**config.mk**
```make
export PLATFORM = sky130hd
export DESIGN_NAME = divider
export DESIGN_NICKNAME = d
export VERILOG_FILES = /design/src/rtl/divider_pkg.sv /design/src/rtl/divider_step.sv /design/src/rtl/divider.sv
export SDC_FILE = /design/constraint.sdc
export NUM_CORES = 1
export LEC_CHECK = 0
export ABC_AREA = 1
export CELL_PAD_IN_SITES_DETAIL_PLACEMENT = 0
export CELL_PAD_IN_SITES_GLOBAL_PLACEMENT = 1
export CORE_MARGIN = 4
export CORE_UTILIZATION = 39
export CTS_CLUSTER_SIZE = 24
export DETAILED_ROUTE_END_ITERATION = 12
export PLACE_DENSITY_LB_ADDON = 0.12
export SLEW_MARGIN = 5
export SYNTH_ARGS = -nofsm -noshare
export SYNTH_HDL_FRONTEND = slang
export SYNTH_SLANG_ARGS = --single-unit
```
**constraint.sdc**
```tcl
create_clock -name clk_i -period 2 [get_ports clk_i]
set_input_delay 0.3 -clock clk_i [delete_from_list [all_inputs] [get_ports clk_i]]
set_output_delay 0.3 -clock clk_i [all_outputs]
set_load 0.01 [all_outputs]
```
**src/rtl/divider_pkg.sv**
```systemverilog
// Shared definitions for the sequential arithmetic blocks: state encodings
// and constant helpers used for sizing and parameter checks.
package divider_pkg;

  localparam int N_WIDTH_DEF = 20;
  localparam int D_WIDTH_DEF = 10;

  // Encodings shared with other sequential arithmetic blocks.
  localparam logic [1:0] SEQ_IDLE = 2'd0;
  localparam logic [1:0] SEQ_CALC = 2'd1;
  localparam logic [1:0] SEQ_DONE = 2'd2;

  typedef enum logic [1:0] {
    ST_IDLE = SEQ_IDLE,
    ST_CALC = SEQ_CALC,
    ST_DONE = SEQ_DONE
  } state_t;

  // Number of bits needed to hold value (at least 1).
  function automatic int bit_width(input int value);
    int w;
    w = 1;
    for (int i = 1; i < 32; i++) begin
      if ((value >> i) != 0) w = i + 1;
    end
    return w;
  endfunction

  function automatic int max_int(input int a, input int b);
    return (a > b) ? a : b;
  endfunction

  function automatic int min_int(input int a, input int b);
    return (a < b) ? a : b;
  endfunction

endpackage

```
**src/rtl/divider_step.sv**
```systemverilog
// One restoring division iteration: shift the partial remainder left, bring
// in the next dividend bit, and keep the difference only if it did not borrow.
module divider_step
  import divider_pkg::*;
#(
  parameter int D_WIDTH = D_WIDTH_DEF
) (
  input  logic [D_WIDTH:0]   rem,
  input  logic [D_WIDTH-1:0] divisor,
  input  logic               next_bit,
  output logic [D_WIDTH:0]   rem_next,
  output logic               q_bit
);

  logic [D_WIDTH:0]   shifted;
  logic [D_WIDTH+1:0] diff;
  logic               borrow;
  // The incoming remainder is always below the divisor, so its MSB is zero.
  logic               unused_rem_msb;

  assign unused_rem_msb = rem[D_WIDTH];

  // Trial subtraction with one guard bit to expose the borrow.
  always_comb begin
    shifted  = {rem[D_WIDTH-1:0], next_bit};
    diff     = {1'b0, shifted} - {2'b00, divisor};
    borrow   = diff[D_WIDTH+1];
    q_bit    = ~borrow;
    rem_next = borrow ? shifted : diff[D_WIDTH:0];
  end

endmodule

```
**src/rtl/divider.sv**
```systemverilog
// Iterative unsigned radix-2 restoring divider, one quotient bit per enabled
// clock, valid/ready handshakes on both sides and a global stall.
//
//  state | meaning
//  IDLE  | ready for operands (ready_o when not stalled)
//  CALC  | one restoring step per enabled edge, counter counts down
//  DONE  | result held on valid_o until ready_i
module divider
  import divider_pkg::*;
#(
  parameter int N_WIDTH = N_WIDTH_DEF,
  parameter int D_WIDTH = D_WIDTH_DEF
) (
  input  logic               clk_i,
  input  logic               reset_an_i,
  input  logic               reset_i,
  input  logic               stall_i,
  input  logic               valid_i,
  output logic               ready_o,
  input  logic [N_WIDTH-1:0] data_n_i,
  input  logic [D_WIDTH-1:0] data_d_i,
  output logic               valid_o,
  input  logic               ready_i,
  output logic [N_WIDTH-1:0] data_q_o,
  output logic [D_WIDTH-1:0] data_r_o,
  output logic               div_zero_o
);

  localparam int CW = bit_width(N_WIDTH - 1);

  if (N_WIDTH < 2 || D_WIDTH < 1 || max_int(N_WIDTH, D_WIDTH) != N_WIDTH
      || min_int(D_WIDTH, 1) != 1) begin : g_bad_param
    $error("divider: need N_WIDTH >= 2 and 1 <= D_WIDTH <= N_WIDTH");
  end

  state_t             state;
  logic [CW-1:0]      cnt;
  // Dividend bits shift out of the top while quotient bits shift in below.
  logic [N_WIDTH-1:0] nq_sh;
  logic [D_WIDTH-1:0] divisor;
  logic [D_WIDTH:0]   rem;
  logic [D_WIDTH:0]   rem_next;
  logic               q_bit;

  divider_step #(.D_WIDTH(D_WIDTH)) u_step (
    .rem      (rem),
    .divisor  (divisor),
    .next_bit (nq_sh[N_WIDTH-1]),
    .rem_next (rem_next),
    .q_bit    (q_bit)
  );

  assign ready_o = (state == ST_IDLE) && !stall_i;

  // FSM, iteration counter and result registers; frozen while stalled.
  always_ff @(posedge clk_i or negedge reset_an_i) begin
    if (!reset_an_i) begin
      state      <= ST_IDLE;
      cnt        <= '0;
      nq_sh      <= '0;
      divisor    <= '0;
      rem        <= '0;
      valid_o    <= 1'b0;
      data_q_o   <= '0;
      data_r_o   <= '0;
      div_zero_o <= 1'b0;
    end else if (reset_i) begin
      state      <= ST_IDLE;
      cnt        <= '0;
      nq_sh      <= '0;
      divisor    <= '0;
      rem        <= '0;
      valid_o    <= 1'b0;
      data_q_o   <= '0;
      data_r_o   <= '0;
      div_zero_o <= 1'b0;
    end else if (!stall_i) begin
      case (state)
        ST_IDLE: begin
          if (valid_i) begin
            nq_sh   <= data_n_i;
            divisor <= data_d_i;
            rem     <= '0;
            cnt     <= CW'(N_WIDTH - 1);
            state   <= ST_CALC;
          end
        end
        ST_CALC: begin
          rem   <= rem_next;
          nq_sh <= {nq_sh[N_WIDTH-2:0], q_bit};
          cnt   <= cnt - 1'b1;
          if (cnt == '0) begin
            state      <= ST_DONE;
            valid_o    <= 1'b1;
            data_q_o   <= {nq_sh[N_WIDTH-2:0], q_bit};
            data_r_o   <= rem_next[D_WIDTH-1:0];
            div_zero_o <= (divisor == '0);
          end
        end
        ST_DONE: begin
          if (ready_i) begin
            state   <= ST_IDLE;
            valid_o <= 1'b0;
          end
        end
        default: begin
          state   <= ST_IDLE;
          valid_o <= 1'b0;
        end
      endcase
    end
  end

endmodule

```
# After elaboration in Yosys (flattened, before gate mapping)
# Cells that the tools add are included.
# Widths: inputs -> output; s select.
# totals
reg_bits	79
wordCells	74
output_inout_bits	33
in_bits	36
# classes
bitwise	1
eq_ne	7
n_mux	40
reduce_logical	15
addsub	2
# op_table
op	n
$mux 20	7
$mux 10	12
$pmux 20 s2	1
$pmux 10 s2	1
$mux 5	3
$sub 11x10->12	1
$logic_not 10->1	1
$mux 2	5
$pmux 5 s2	1
$ne 3x3->1 const B	3
$reduce_and 3->1	3
$mux 1	8
$reduce_and 4->1	2
$reduce_bool 2->1	4
$pmux 2 s3	1
$logic_not 5->1	1
$sub 5x1->5 const B	1
$ne 2x2->1 const B	2
$pmux 1 s3	1
$reduce_bool 3->1	1
$eq 2x1->1 const B	1
$eq 2x2->1 const B	1
$logic_not 2->1	1
$logic_and 1x1->1	1
other kinds (2)	2

# Depth between registers and ports, before layout
# Gate-level depths: netlist (run 1).
# logic_depth
depth_word	6
depth_mapped	12
depth_no_buf	12

# By module
# A second synthesis (run 1) with hierarchy kept.
# hier_totals
cells_unflattened	605
hier_area_um2	4413.0
# modules_own_cells
module	seq_area_each_um2	instances	area_per_inst_um2	cells_per_inst
divider	2001.9	1	3636.0	454
divider_step	0.0	1	777.0	151

# Worst setup path before layout (run 1)
# OpenSTA, ideal clock, no wires.
# synth_path
kind	flip-flop to flip-flop
from	register divisor[0]
to	register data_r_o[8]
setup_time_ps	118
period_less_slack_ps	1770
required_ps	1882
n_path_buf	0
arrival_ps	1652
stages_incl_launch_ff	9
slack_ps	230
path_cell_list	dfrtp_1 > ha_1 > fa_1 > o21ai_0 > nand2_1 > nand3_1 > nand3_2 > nand3_1 > nand2_1
# synth_between
elab_chain_len	6
# synth_lines
element	line	text
start, declared	divider.sv:40	logic [D_WIDTH-1:0] divisor;
start signal, assigned	divider.sv:82	divisor <= data_d_i;
$sub 11x10->12	divider_step.sv:26	diff = {1'b0, shifted} - {2'b00, divisor};
$mux 10	divider_step.sv:29	rem_next = borrow ? shifted : diff[D_WIDTH:0];
$mux 10	divider.sv:92	if (cnt == '0) begin
$mux 10	divider.sv:78	case (state)
$mux 10	divider.sv:77	end else if (!stall_i) begin
$mux 10	divider.sv:67	end else if (reset_i) begin
end signal, assigned	divider.sv:96	data_r_o <= rem_next[D_WIDTH-1:0];
end, declared	divider.sv:25	output logic [D_WIDTH-1:0] data_r_o,
# Every way passes these cells. The select of a mux whose other input is x is not followed.
# A chain may end at the register's enable or synchronous reset.

# Worst setup path after layout (run 1)
# layout_path
from	register rem[6]
to	register data_r_o[6]
# layout_between
elab_chain_len	6
# layout_lines
element	line	text
start, declared	divider.sv:41	logic [D_WIDTH:0] rem;
start signal, assigned	divider.sv:89	rem <= rem_next;
$sub 11x10->12	divider_step.sv:26	
$mux 10	divider_step.sv:29	
$mux 10	divider.sv:92	
$mux 10	divider.sv:78	
$mux 10	divider.sv:77	
$mux 10	divider.sv:67	
# Every way passes these cells. The select of a mux whose other input is x is not followed.

==> summary.txt, run 1 <==
Critical path
  • R2R setup slack: 0.18 ns
  • Worst Path Max Fanout: 5
  • Origin of the worst setup path: rem[6]$_DFFE_PN0P_
  • Sequence of cells on the critical path: ha_4 -> nand2_1 -> nor3_2 -> nand3_1 -> nand3_2 -> buf_4 -> nand3_2 -> nand3_1 -> nand2_1
  • Req. time, crit path: 2.24 ns
  • Worst setup path class: register to register
  • Reg-to-reg endpoint: data_r_o[6]$_DFFE_PN0P_
  • Data arrival time of the critical path: 2.06 ns
  • Crit end category: register
  • Largest stage delay on the critical path: 0.43 ns
  • Reg-to-reg startpoint: rem[6]$_DFFE_PN0P_
  • Worst reg-to-reg path cell count: 9
  • Kind of launch point of the worst setup path: register
  • Crit-path slowest cell: dfrtp_1

Detailed routing
  • Post-route DRC: 0
  • Routed wire length: 10300 um
  • Initial DRC count: 144
  • Top Metal Used: met4
  • Number of iterations in the first detailed-routing pass: 4
  • Wire length on met3: 474 um
  • Count of vias placed by the detailed router: 3568
  • Met2 wirelength from detailed routing: 4480 um
  • Antenna-violating nets left: 0
  • Wire length per cell: 14.1 um
  • Post-Route M1 WL: 5170 um
  • Vias per std cell: 4.88

Clock network
  • CTS tree: done
  • Clock root cell: clkbuf_8
  • Deepest clock path buffer count: 2
  • Number of buffers created by CTS: 9
  • Clock latency on the worst-skew pair: 0.36 ns
  • Clock transition at the register clock pins on the worst setup and hold paths after CTS: 0.09 ns
  • Clk sink count: 79
  • Htree depth: 3

Synthesis
  • Sequential-to-total area share from yosys stat: 0.479
  • Count of state elements after synthesis: 79
  • Synth Instances: 512
  • Share of flip-flops with an asynchronous set or reset: 1.00
  • Most common flop cell mapped by yosys: dfrtp_1
  • Avg Inst Size Synth: 8.06 um2
  • Number of synthesized flops with an enable pin: 0
  • Combined area of all synthesized cells: 4130 um2
  • Post-Syn Nets: 561
  • Post-synth top area share: 0.479
  • Library cell with the highest instance count after synthesis: nand2_1
  • Yosys warns: 0
  • Distinct cell type count after synthesis: 32
  • Cells taking the most area after synthesis: dfrtp_1 (48%), nand2_1 (13%), o21ai_0 (7.6%)
  • Cell type with the largest total area after synthesis: dfrtp_1
  • Post-synth top cells: nand2_1 (138), dfrtp_1 (79), inv_1 (66)

Global route
  • Vias in the first global route: 3625
  • Maximum number of pins on one net before global-route repair: 53
  • First-pass GRT wire length: 18000 um
  • Overflow left after global routing: 0
  • Total GRT Usage: 0.179
  • Number of antenna violations at the first check in global routing: 0

Placement
  • Area post-placement: 5020 um2
  • HPWL after detailed placement: 7570 um
  • Final RePlAce weighted congestion: 0.858
  • I/O Buffers: 68
  • Worst slack at placement: 0.0286 ns
  • Number of placed cells counting well taps: 714

Floorplan
  • Placement Rows: 37
  • Horiz. Die Dim: 111 um
  • Number of primary I/O pins: 69
  • Area of the core region: 10300 um2
  • Die Outline Area: 12300 um2
  • Die extent in y: 111 um
  • Effective utilization at floorplan: 0.400

Min path
  • Min-delay worst type: input port to async pin

Power
  • Clock share of power: 0.178
  • Internal: 0.00445 W
  • Power density relative to cell area: 1440 nW/um2
  • Switching power total: 0.00317 W
  • Leak pwr: 2.54 nW
  • Part of the total power dissipated in sequential elements: 0.297
  • Logic gate share of total power: 0.525
  • Worst supply voltage drop on vdd: 0.000464 V
  • Switching share of power: 0.416

Timing
  • Maximum clock skew at final layout: 0.00751 ns
  • Worst setup slack after layout: 0.182 ns
  • Final hold viol count: 0
  • Worst max-slew margin expressed relative to the limit: 0.708
  • Pin slew with the least headroom to its limit: 0.437 ns
  • Setup repair after global routing missed its margin: false
  • Total of endpoints with negative setup slack in the final report: 0
  • Maximum operating frequency: 0.550 GHz
  • Minimum clock period: 1.82 ns
  • Total negative slack: 0 ns
  • Fraction of the cycle the final worst path needs: 0.909
  • Total count of max-transition violations in the final report: 0

Final layout
  • Share of post-route cells with drive strength above 1: 0.0992
  • Layout overhead on the synthesized area: 28.1%
  • Cell area after layout: 5290 um2
  • Diode insertion count for antenna repair: 0
  • Number of nets in the final layout: 639
  • Non-filler cells, final: 731

Run status
  • Result of the run: completed

Job
  • Number of max-capacitance violations reported: 0
power by group through the flow:
stage	logic, W	clock network, W	registers (W)
2_1_floorplan	0.00267	0	0.00230
3_3_place_gp	0.00394	0	0.00228
3_5_place_dp	0.00396	0	0.00229
4_1_cts	0.00398	0.00139	0.00226
5_1_grt	0.00459	0.00145	0.00232
6_report	0.00400	0.00135	0.00226
cells by family after synthesis:
| kind of cell | after synthesis | share of synthesized area |
|---|---|---|
| AO/OA/AOI/OAI | 96 | 0.126 |
| AND/OR/NAND/NOR | 228 | 0.247 |
| adder cells (fa/ha/maj) | 13 | 0.0412 |
| XOR/XNOR | 3 | 0.00636 |
| flip-flops | 79 | 0.479 |
| buffers and inverters | 93 | 0.101 |
per-stage QoR:
step / utilization / power (W) / hold slack [ns]
finish: 0.512 / 0.00762 / 0.402
global route: 0.512 / 0.00836 / 0.423
floorplan: - / 0.00497 / 0.00441
global placement: 0.486 / 0.00623 / 0.248
CTS: 0.509 / 0.00763 / 0.403
detailed placement: 0.486 / 0.00625 / 0.254
registers in the layout, indices dropped and copies added, names as in the netlist:
| name | count |
|---|---|
| data_q_o | 20 |
| nq_sh | 20 |
| data_r_o | 10 |
| divisor | 10 |
| rem | 10 |
| cnt | 5 |
| state | 2 |
| div_zero_o | 1 |
| valid_o | 1 |
routing by layer:
layer,vias up,global-route usage
li1,1811,-
met1,1655,0.251
met2,85,0.274
met3,17,0.0306
met4,0,0.0722
met5,-,0
critical path: cells and delay by family, from the launching register on:
family | cells | cell delay, ns
flops | 1 | 0.43
buf+inv | 1 | 0.17
simple gates | 7 | 0.80
fa+ha+maj | 1 | 0.31
cell usage in the layout (no fill, tap or decap), types with 9 or more instances in the layout:
| master | n |
|---|---|
| buf_4 | 18 |
| clkbuf_8 | 11 |
| clkdlybuf4s50_1 | 66 |
| dfrtp_1 | 79 |
| ha_1 | 9 |
| inv_1 | 66 |
| nand2_1 | 138 |
| nand3_1 | 43 |
| nand4_1 | 14 |
| nor2_1 | 18 |
| o21ai_0 | 62 |
| o21ai_1 | 16 |
area by class of cell:
cell class	instances	area, um2
clock buffers	13	159
multi-input cells	340	1770
clock inverters	3	65.1
well taps	136	170
inverters	71	267
repair buffers	89	878
flip-flops and latches	79	1980
fillers	1012	5030
worst max path at each step:
stage,cells past startpoint,end,slack (ns)
final,9,data_r_o[6]$_DFFE_PN0P_,0.18
after CTS,4,ready_o,0.03
after global routing,10,data_r_o[8]$_DFFE_PN0P_,0.002
after global placement,9,cnt[2]$_DFFE_PN0P_,0.06
after floorplan,8,data_r_o[8]$_DFFE_PN0P_,0.23
after detailed placement,9,cnt[2]$_DFFE_PN0P_,0.03
repair_timing:
action / CTS / global route
gates resized for setup: 0 / 6
hold buffers: 1 / 0
endpoints found under the setup margin: 0 / 9
buffers inserted: 0 / 0
endpoints found under the hold margin: 27 / 0
No activity file was read; power rests on OpenSTA's default activity.
==> inputs of run 2 (changes only) <==
- ABC_AREA: 1 -> unset
- CORE_UTILIZATION: 39 -> 40
==> summary.txt, run 2 <==
Synthesis
  • Post-synth top cells: dfrtp_1 (79), nand2_1 (57), a22o_1 (30)
  • Synth Instances: 379 (-26%)
  • Yosys warns: 0 (unchanged)
  • Most common flop cell mapped by yosys: dfrtp_1
  • Sequential-to-total area share from yosys stat: 0.502 (+0.0231)
  • Post-synth top area share: 0.502 (+0.0231)
  • Library cell with the highest instance count after synthesis: dfrtp_1
  • Post-Syn Nets: 428 (-24%)
  • Combined area of all synthesized cells: 3940 um2 (-4.6%)
  • Count of state elements after synthesis: 79 (unchanged)
  • Number of synthesized flops with an enable pin: 0 (unchanged)
  • Cell type with the largest total area after synthesis: dfrtp_1
  • Avg Inst Size Synth: 10.4 um2 (+29%)
  • Share of flip-flops with an asynchronous set or reset: 1.00 (unchanged)
  • Cells taking the most area after synthesis: dfrtp_1 (50%), a22o_1 (6.7%), mux2i_1 (6.6%)
  • Distinct cell type count after synthesis: 47 (+47%)

Clock network
  • Deepest clock path buffer count: 2 (unchanged)
  • Clk sink count: 79 (unchanged)
  • Number of buffers created by CTS: 9 (unchanged)
  • CTS tree: done
  • Htree depth: 3 (unchanged)
  • Clock latency on the worst-skew pair: 0.35 ns (about the same)
  • Clock transition at the register clock pins on the worst setup and hold paths after CTS: 0.08 ns (about the same)
  • Clock root cell: clkbuf_8

Floorplan
  • Die extent in y: 107 um (-3.3%)
  • Area of the core region: 9420 um2 (-8.8%)
  • Die Outline Area: 11500 um2 (-6.5%)
  • Number of primary I/O pins: 69 (unchanged)
  • Horiz. Die Dim: 107 um (-3.3%)
  • Placement Rows: 35 (-5.4%)
  • Effective utilization at floorplan: 0.418 (+0.0184)

Detailed routing
  • Wire length per cell: 16.2 um (+15%)
  • Antenna-violating nets left: 0 (unchanged)
  • Number of iterations in the first detailed-routing pass: 4 (unchanged)
  • Count of vias placed by the detailed router: 3291 (-7.8%)
  • Routed wire length: 10200 um (-0.97%)
  • Vias per std cell: 5.22 (+6.9%)
  • Post-route DRC: 0 (unchanged)
  • Initial DRC count: 153 (+6.3%)

Final layout
  • Most frequent cells in the layout: dfrtp_1 (79), clkdlybuf4s50_1 (66), nand2_1 (57)
  • Leading registers by flop count: data_q_o x20, nq_sh x20
  • Layout overhead on the synthesized area: 43.4%
  • Register area: 1980 um2 (unchanged)
  • Number of nets in the final layout: 546 (-15%)
  • Cell area after layout: 5650 um2 (+6.7%)
  • Footprint of the multi-input gates: 1990 um2 (+12%)
  • # fillers: 817 (-19%)
  • Most common library cell in the layout ignoring fill and taps: dfrtp_1
  • Diode insertion count for antenna repair: 0 (unchanged)
  • Share of post-route cells with drive strength above 1: 0.229 (+0.130)

Global route
  • Overflow left after global routing: 0 (unchanged)
  • Maximum number of pins on one net before global-route repair: 48 (-9.4%)
  • Total GRT Usage: 0.183 (+0.00437)
  • Number of antenna violations at the first check in global routing: 0 (unchanged)
  • First-pass GRT wire length: 16600 um (-7.3%)
  • Vias in the first global route: 3345 (-7.7%)

Timing
  • Final hold viol count: 0 (unchanged)
  • Setup repair after global routing missed its margin: true
  • Minimum clock period: 2.15 ns (+0.332 ns)
  • Total count of max-transition violations in the final report: 0 (unchanged)
  • Fraction of the cycle the final worst path needs: 1.07 (+0.166)
  • Pin slew with the least headroom to its limit: 0.491 ns (+0.0532 ns)
  • Maximum clock skew at final layout: 0.00754 ns (+0.0000348 ns)
  • Worst hold slack across all endpoints: 0.358 ns (-0.0440 ns)
  • Worst setup slack after layout: -0.150 ns (-0.332 ns)
  • Total of endpoints with negative setup slack in the final report: 20 (+20)
  • Maximum operating frequency: 0.465 GHz (-15%)
  • Worst max-slew margin expressed relative to the limit: 0.668 (-0.0394)

Power
  • Logic gate share of total power: 0.225 (-0.300)
  • Power density relative to cell area: 726 nW/um2 (-50%)
  • Switching power total: 0.00112 W (-65%)
  • Worst supply voltage drop on vdd: 0.000375 V (-19%)
  • Clock share of power: 0.350 (+0.172)
  • Switching share of power: 0.273 (-0.143)
  • Leak pwr: 2.45 nW (-3.5%)
  • Internal: 0.00298 W (-33%)
  • Part of the total power dissipated in sequential elements: 0.424 (+0.127)

Placement
  • Area post-placement: 5160 um2 (+2.8%)
  • HPWL after detailed placement: 7250 um (-4.2%)
  • Final RePlAce weighted congestion: 0.820 (-4.5%)
  • I/O Buffers: 68 (unchanged)

Critical path
  • Worst reg-to-reg path cell count: 7 (-2)
  • Crit end category: register
  • Worst Path Max Fanout: 4 (-1)
  • Worst setup path class: register to register
  • Cell family with most CP delay: compound AO/OA/AOI/OAI gates
  • Req. time, crit path: 2.24 ns (about the same)
  • Stages on worst setup path: 7 (-2)
  • Data arrival time of the critical path: 2.39 ns (+0.33 ns)
  • CP Buf/Inv Count: 1 (unchanged)
  • Sequence of cells on the critical path: ha_4 -> a2111o_1 -> o21ai_4 -> o41ai_4 -> buf_4 -> mux2_4 -> a22o_1
  • Kind of launch point of the worst setup path: register
  • Crit-path slowest cell: dfrtp_1
  • Largest stage delay on the critical path: 0.44 ns (about the same)

Run status
  • Failing checks: negative setup slack
  • Result of the run: finished, violations left

Min path
  • Instance count along the most critical hold path: 3
  • Min-delay worst type: input port to register

Job
  • Number of max-capacitance violations reported: 0 (unchanged)
## run 2: cells by family after synthesis
logic type | Yosys count | synth area share
compound gates | 110 | 0.209
simple gates | 102 | 0.115
flops | 79 | 0.502
buf+inv | 40 | 0.0419
mux | 28 | 0.0737
fa+ha+maj | 13 | 0.0432
xor+xnor | 7 | 0.0156
## run 2: worst register-to-register path, delay by kind of cell (launching register included)
family	cells	cell delay, ns
adders and majority gates	1	0.27
AOI/OAI and AO/OA	4	0.87
muxes	1	0.30
buffers and inverters	1	0.17
DFF	1	0.44
## run 2: cell type report
class | instances | area share
clock buffers | 9 | 0.0219
inverters | 17 | 0.0113
flip-flops and latches | 79 | 0.350
repair buffers | 130 | 0.214
well taps | 129 | 0.0286
multi-input cells | 260 | 0.353
clock inverters | 7 | 0.0215
## run 2: per-stage QoR
stage / instances / total power (W) / worst slack [ns] / TNS (ns) / utilization
final: 631 / 0.00410 / -0.150 / -1.40 / 0.600
after global routing: 631 / 0.00430 / -0.225 / -3.08 / 0.600
after CTS: 630 / 0.00412 / -0.212 / -3.31 / 0.592
after detailed placement: 605 / 0.00257 / -0.224 / -3.66 / 0.548
after global placement: 605 / 0.00256 / -0.125 / -1.79 / 0.548
after floorplan: 379 / 0.00223 / -0.0341 / -0.144 / -
## run 2: path summary, 6_finish.rpt
kind,startpoint,to,slack (ns)
hold reg to reg,data_r_o[9]$_DFFE_PN0P_,data_r_o[9]$_DFFE_PN0P_,0.49
hold / removal,reset_i,divisor[4]$_DFFE_PN0P_,0.36
setup / recovery,rem[5]$_DFFE_PN0P_,rem[6]$_DFFE_PN0P_,-0.15
max in group asynchronous,reset_an_i,nq_sh[19]$_DFFE_PN0P_,0.96
min in group asynchronous,reset_an_i,data_r_o[6]$_DFFE_PN0P_,0.44
setup reg to reg,rem[5]$_DFFE_PN0P_,rem[6]$_DFFE_PN0P_,-0.15
## run 2: power groups by stage
stage | logic (W) | registers (W) | clock network (W)
after CTS | 0.000909 | 0.00174 | 0.00147
after global placement | 0.000792 | 0.00177 | 0
after detailed placement | 0.000805 | 0.00177 | 0
after floorplan | 0.000471 | 0.00175 | 0
final | 0.000924 | 0.00174 | 0.00144
after global routing | 0.00101 | 0.00175 | 0.00154
## run 2: what timing repair did
action                                 in CTS  in global routing
pin swaps                                  11                 11
hold buffers                                1                  0
endpoints found under the hold margin      32                  0
gates resized for setup                    16                 15
setup endpoints to repair                  22                 22
buffers inserted                            8                  2
## run 2: layer usage
| layer | GRT usage | wire length (um) | vias up |
|---|---|---|---|
| met3 | 0.0421 | 361 | 12 |
| met5 | 0 | 0 | - |
| met4 | 0.0521 | 128 | 0 |
| li1 | - | - | 1604 |
| met1 | 0.248 | 4670 | 1612 |
| met2 | 0.294 | 5050 | 63 |
==> inputs of run 3 (changes only) <==
- CAP_MARGIN: unset -> 5
- REMOVE_ABC_BUFFERS: unset -> 1
==> summary.txt, run 3 (same netlist as run 2, synthesis figures left out) <==
Critical path
  • Worst reg-to-reg path cell count: 9 (+2)
  • Req. time, crit path: 2.25 ns (about the same)
  • Reg-to-reg endpoint: data_r_o[0]$_DFFE_PN0P_
  • Data arrival time of the critical path: 2.44 ns (+0.05 ns)
  • Worst Path Max Fanout: 4 (unchanged)
  • R2R setup slack: -0.19 ns (-0.04 ns)
  • Reg-to-reg startpoint: divisor[6]$_DFFE_PN0P_
  • Kind of launch point of the worst setup path: register
  • Crit end category: register
  • Worst setup path class: register to register

Global route
  • Maximum number of pins on one net before global-route repair: 48 (unchanged)
  • Vias in the first global route: 3352 (+0.21%)
  • Total GRT Usage: 0.184 (+0.000888)
  • Overflow left after global routing: 0 (unchanged)
  • Number of antenna violations at the first check in global routing: 0 (unchanged)
  • First-pass GRT wire length: 16700 um (+0.13%)

Clock network
  • Clock transition at the register clock pins on the worst setup and hold paths after CTS: 0.09 ns (about the same)
  • Deepest clock path buffer count: 2 (unchanged)
  • Htree depth: 3 (unchanged)
  • Clock latency on the worst-skew pair: 0.36 ns (about the same)
  • Clk sink count: 79 (unchanged)
  • CTS tree: done
  • Number of buffers created by CTS: 9 (unchanged)
  • Clock root cell: clkbuf_8

Final layout
  • Leading registers by flop count: data_q_o x20, nq_sh x20
  • Number of nets in the final layout: 548 (+0.37%)
  • Fin util: 0.594 (-0.00611)
  • Most frequent cells in the layout: dfrtp_1 (77), clkdlybuf4s50_1 (67), nand2_1 (57)
  • Diode insertion count for antenna repair: 0 (unchanged)
  • Layout overhead on the synthesized area: 41.9%
  • # fillers: 818 (+0.12%)
  • Most common library cell in the layout ignoring fill and taps: dfrtp_1
  • Register area: 1980 um2 (+0.13%)
  • Share of post-route cells with drive strength above 1: 0.222 (-0.00686)
  • Footprint of the multi-input gates: 1960 um2 (-1.8%)

Timing
  • Setup repair after global routing missed its margin: true
  • Minimum clock period: 2.19 ns (+0.0414 ns)
  • Total of endpoints with negative setup slack in the final report: 21 (+5.0%)
  • Pin slew with the least headroom to its limit: 0.511 ns (+0.0208 ns)
  • Maximum clock skew at final layout: 0.00962 ns (+0.00208 ns)
  • Worst hold slack across all endpoints: 0.446 ns (+0.0881 ns)
  • Worst max-slew margin expressed relative to the limit: 0.654 (-0.0140)
  • Total count of max-transition violations in the final report: 0 (unchanged)
  • Worst setup slack after layout: -0.191 ns (-0.0414 ns)
  • Maximum operating frequency: 0.456 GHz (-1.9%)
  • Fraction of the cycle the final worst path needs: 1.10 (+0.0207)
  • Final hold viol count: 0 (unchanged)

Floorplan
  • Placement Rows: 35 (unchanged)
  • Horiz. Die Dim: 107 um (unchanged)
  • Die Outline Area: 11500 um2 (unchanged)
  • Die extent in y: 107 um (unchanged)
  • Area of the core region: 9420 um2 (unchanged)
  • Effective utilization at floorplan: 0.418 (unchanged)
  • Number of primary I/O pins: 69 (unchanged)

Placement
  • HPWL after detailed placement: 7030 um (-3.0%)
  • I/O Buffers: 68 (unchanged)
  • Final RePlAce weighted congestion: 0.804 (-2.0%)

Detailed routing
  • Post-route DRC: 0 (unchanged)
  • Initial DRC count: 139 (-9.2%)
  • Count of vias placed by the detailed router: 3249 (-1.3%)
  • Number of iterations in the first detailed-routing pass: 5 (+1)
  • Wire length per cell: 15.9 um (-1.6%)
  • Antenna-violating nets left: 0 (unchanged)
  • Vias per std cell: 5.13 (-1.6%)
  • Routed wire length: 10100 um (-1.3%)

Min path
  • Min-delay worst type: input port to async pin

Power
  • Leak pwr: 2.43 nW (-0.86%)
  • Worst supply voltage drop on vdd: 0.000330 V (-12%)
  • Power density relative to cell area: 691 nW/um2 (-4.8%)

Run status
  • Failing checks: negative setup slack
  • Result of the run: finished, violations left

Job
  • Number of max-capacitance violations reported: 0 (unchanged)
[run 3: layout make-up]
type | instances | share of cell area
clock buffers | 10 | 0.0246
flip-flops and latches | 79 | 0.354
multi-input cells | 260 | 0.350
inverters | 17 | 0.0114
repair buffers | 132 | 0.222
well taps | 129 | 0.0289
clock inverters | 6 | 0.00940
[run 3: where the power goes]
group,switching [W],total [W],leakage [nW],internal (W)
Sequential,0.0000646,0.00174,1.07,0.00167
Clock,0.000660,0.00116,0.0914,0.000504
Combinational,0.000464,0.000961,1.27,0.000497
Total,0.00119,0.00386,2.43,0.00267
[run 3: per-stage QoR]
step / total power (W) / area (um2) / worst slack, ns / cells / TNS (ns)
6_report: 0.00386 / 5590 / -0.191 / 633 / -2.51
5_1_grt: 0.00406 / 5590 / -0.273 / 633 / -4.81
4_1_cts: 0.00385 / 5510 / -0.173 / 632 / -2.54
3_5_place_dp: 0.00257 / 5190 / -0.194 / 610 / -2.53
3_3_place_gp: 0.00256 / 5190 / -0.143 / 610 / -1.63
2_1_floorplan: 0.00219 / 3840 / -0.889 / 356 / -31.57
[run 3: worst max path at each step]
stage,slack [ns],cells past startpoint,startpoint,endpoint
global route,-0.27,9,divisor[1]$_DFFE_PN0P_,data_r_o[5]$_DFFE_PN0P_
CTS,-0.17,9,divisor[6]$_DFFE_PN0P_,data_r_o[0]$_DFFE_PN0P_
floorplan,-0.89,6,state[0]$_DFFE_PN0P_,cnt[3]$_DFFE_PN0P_
global placement,-0.14,7,rem[5]$_DFFE_PN0P_,data_r_o[5]$_DFFE_PN0P_
finish,-0.19,9,divisor[6]$_DFFE_PN0P_,data_r_o[0]$_DFFE_PN0P_
detailed placement,-0.19,7,rem[5]$_DFFE_PN0P_,data_r_o[5]$_DFFE_PN0P_
[run 3: timing repair]
action | CTS | global route
pin swaps | 8 | 8
gates resized for setup | 17 | 13
setup buffers | 5 | 1
cloned | 0 | 0
setup endpoints to repair | 21 | 23
hold endpoints to repair | 32 | 0
hold buffers | 1 | 0
[run 3: routing by layer]
layer  GRT usage  up-vias  wire (um)
met3      0.0265       10        321
li1            -     1608          -
met2       0.308       58       5040
met4      0.0548        0        119
met1       0.247     1573       4600
met5           0        -          0
[run 3: critical path, cell delays in order, from the launching register on]
cell and delay (ns):
dfrtp_1 0.40, inv_2 0.07, ha_4 0.20, a2111o_1 0.46, o21ai_4 0.18, o41ai_4 0.08, buf_4 0.18, buf_4 0.14
mux2i_4 0.18, a22o_1 0.18
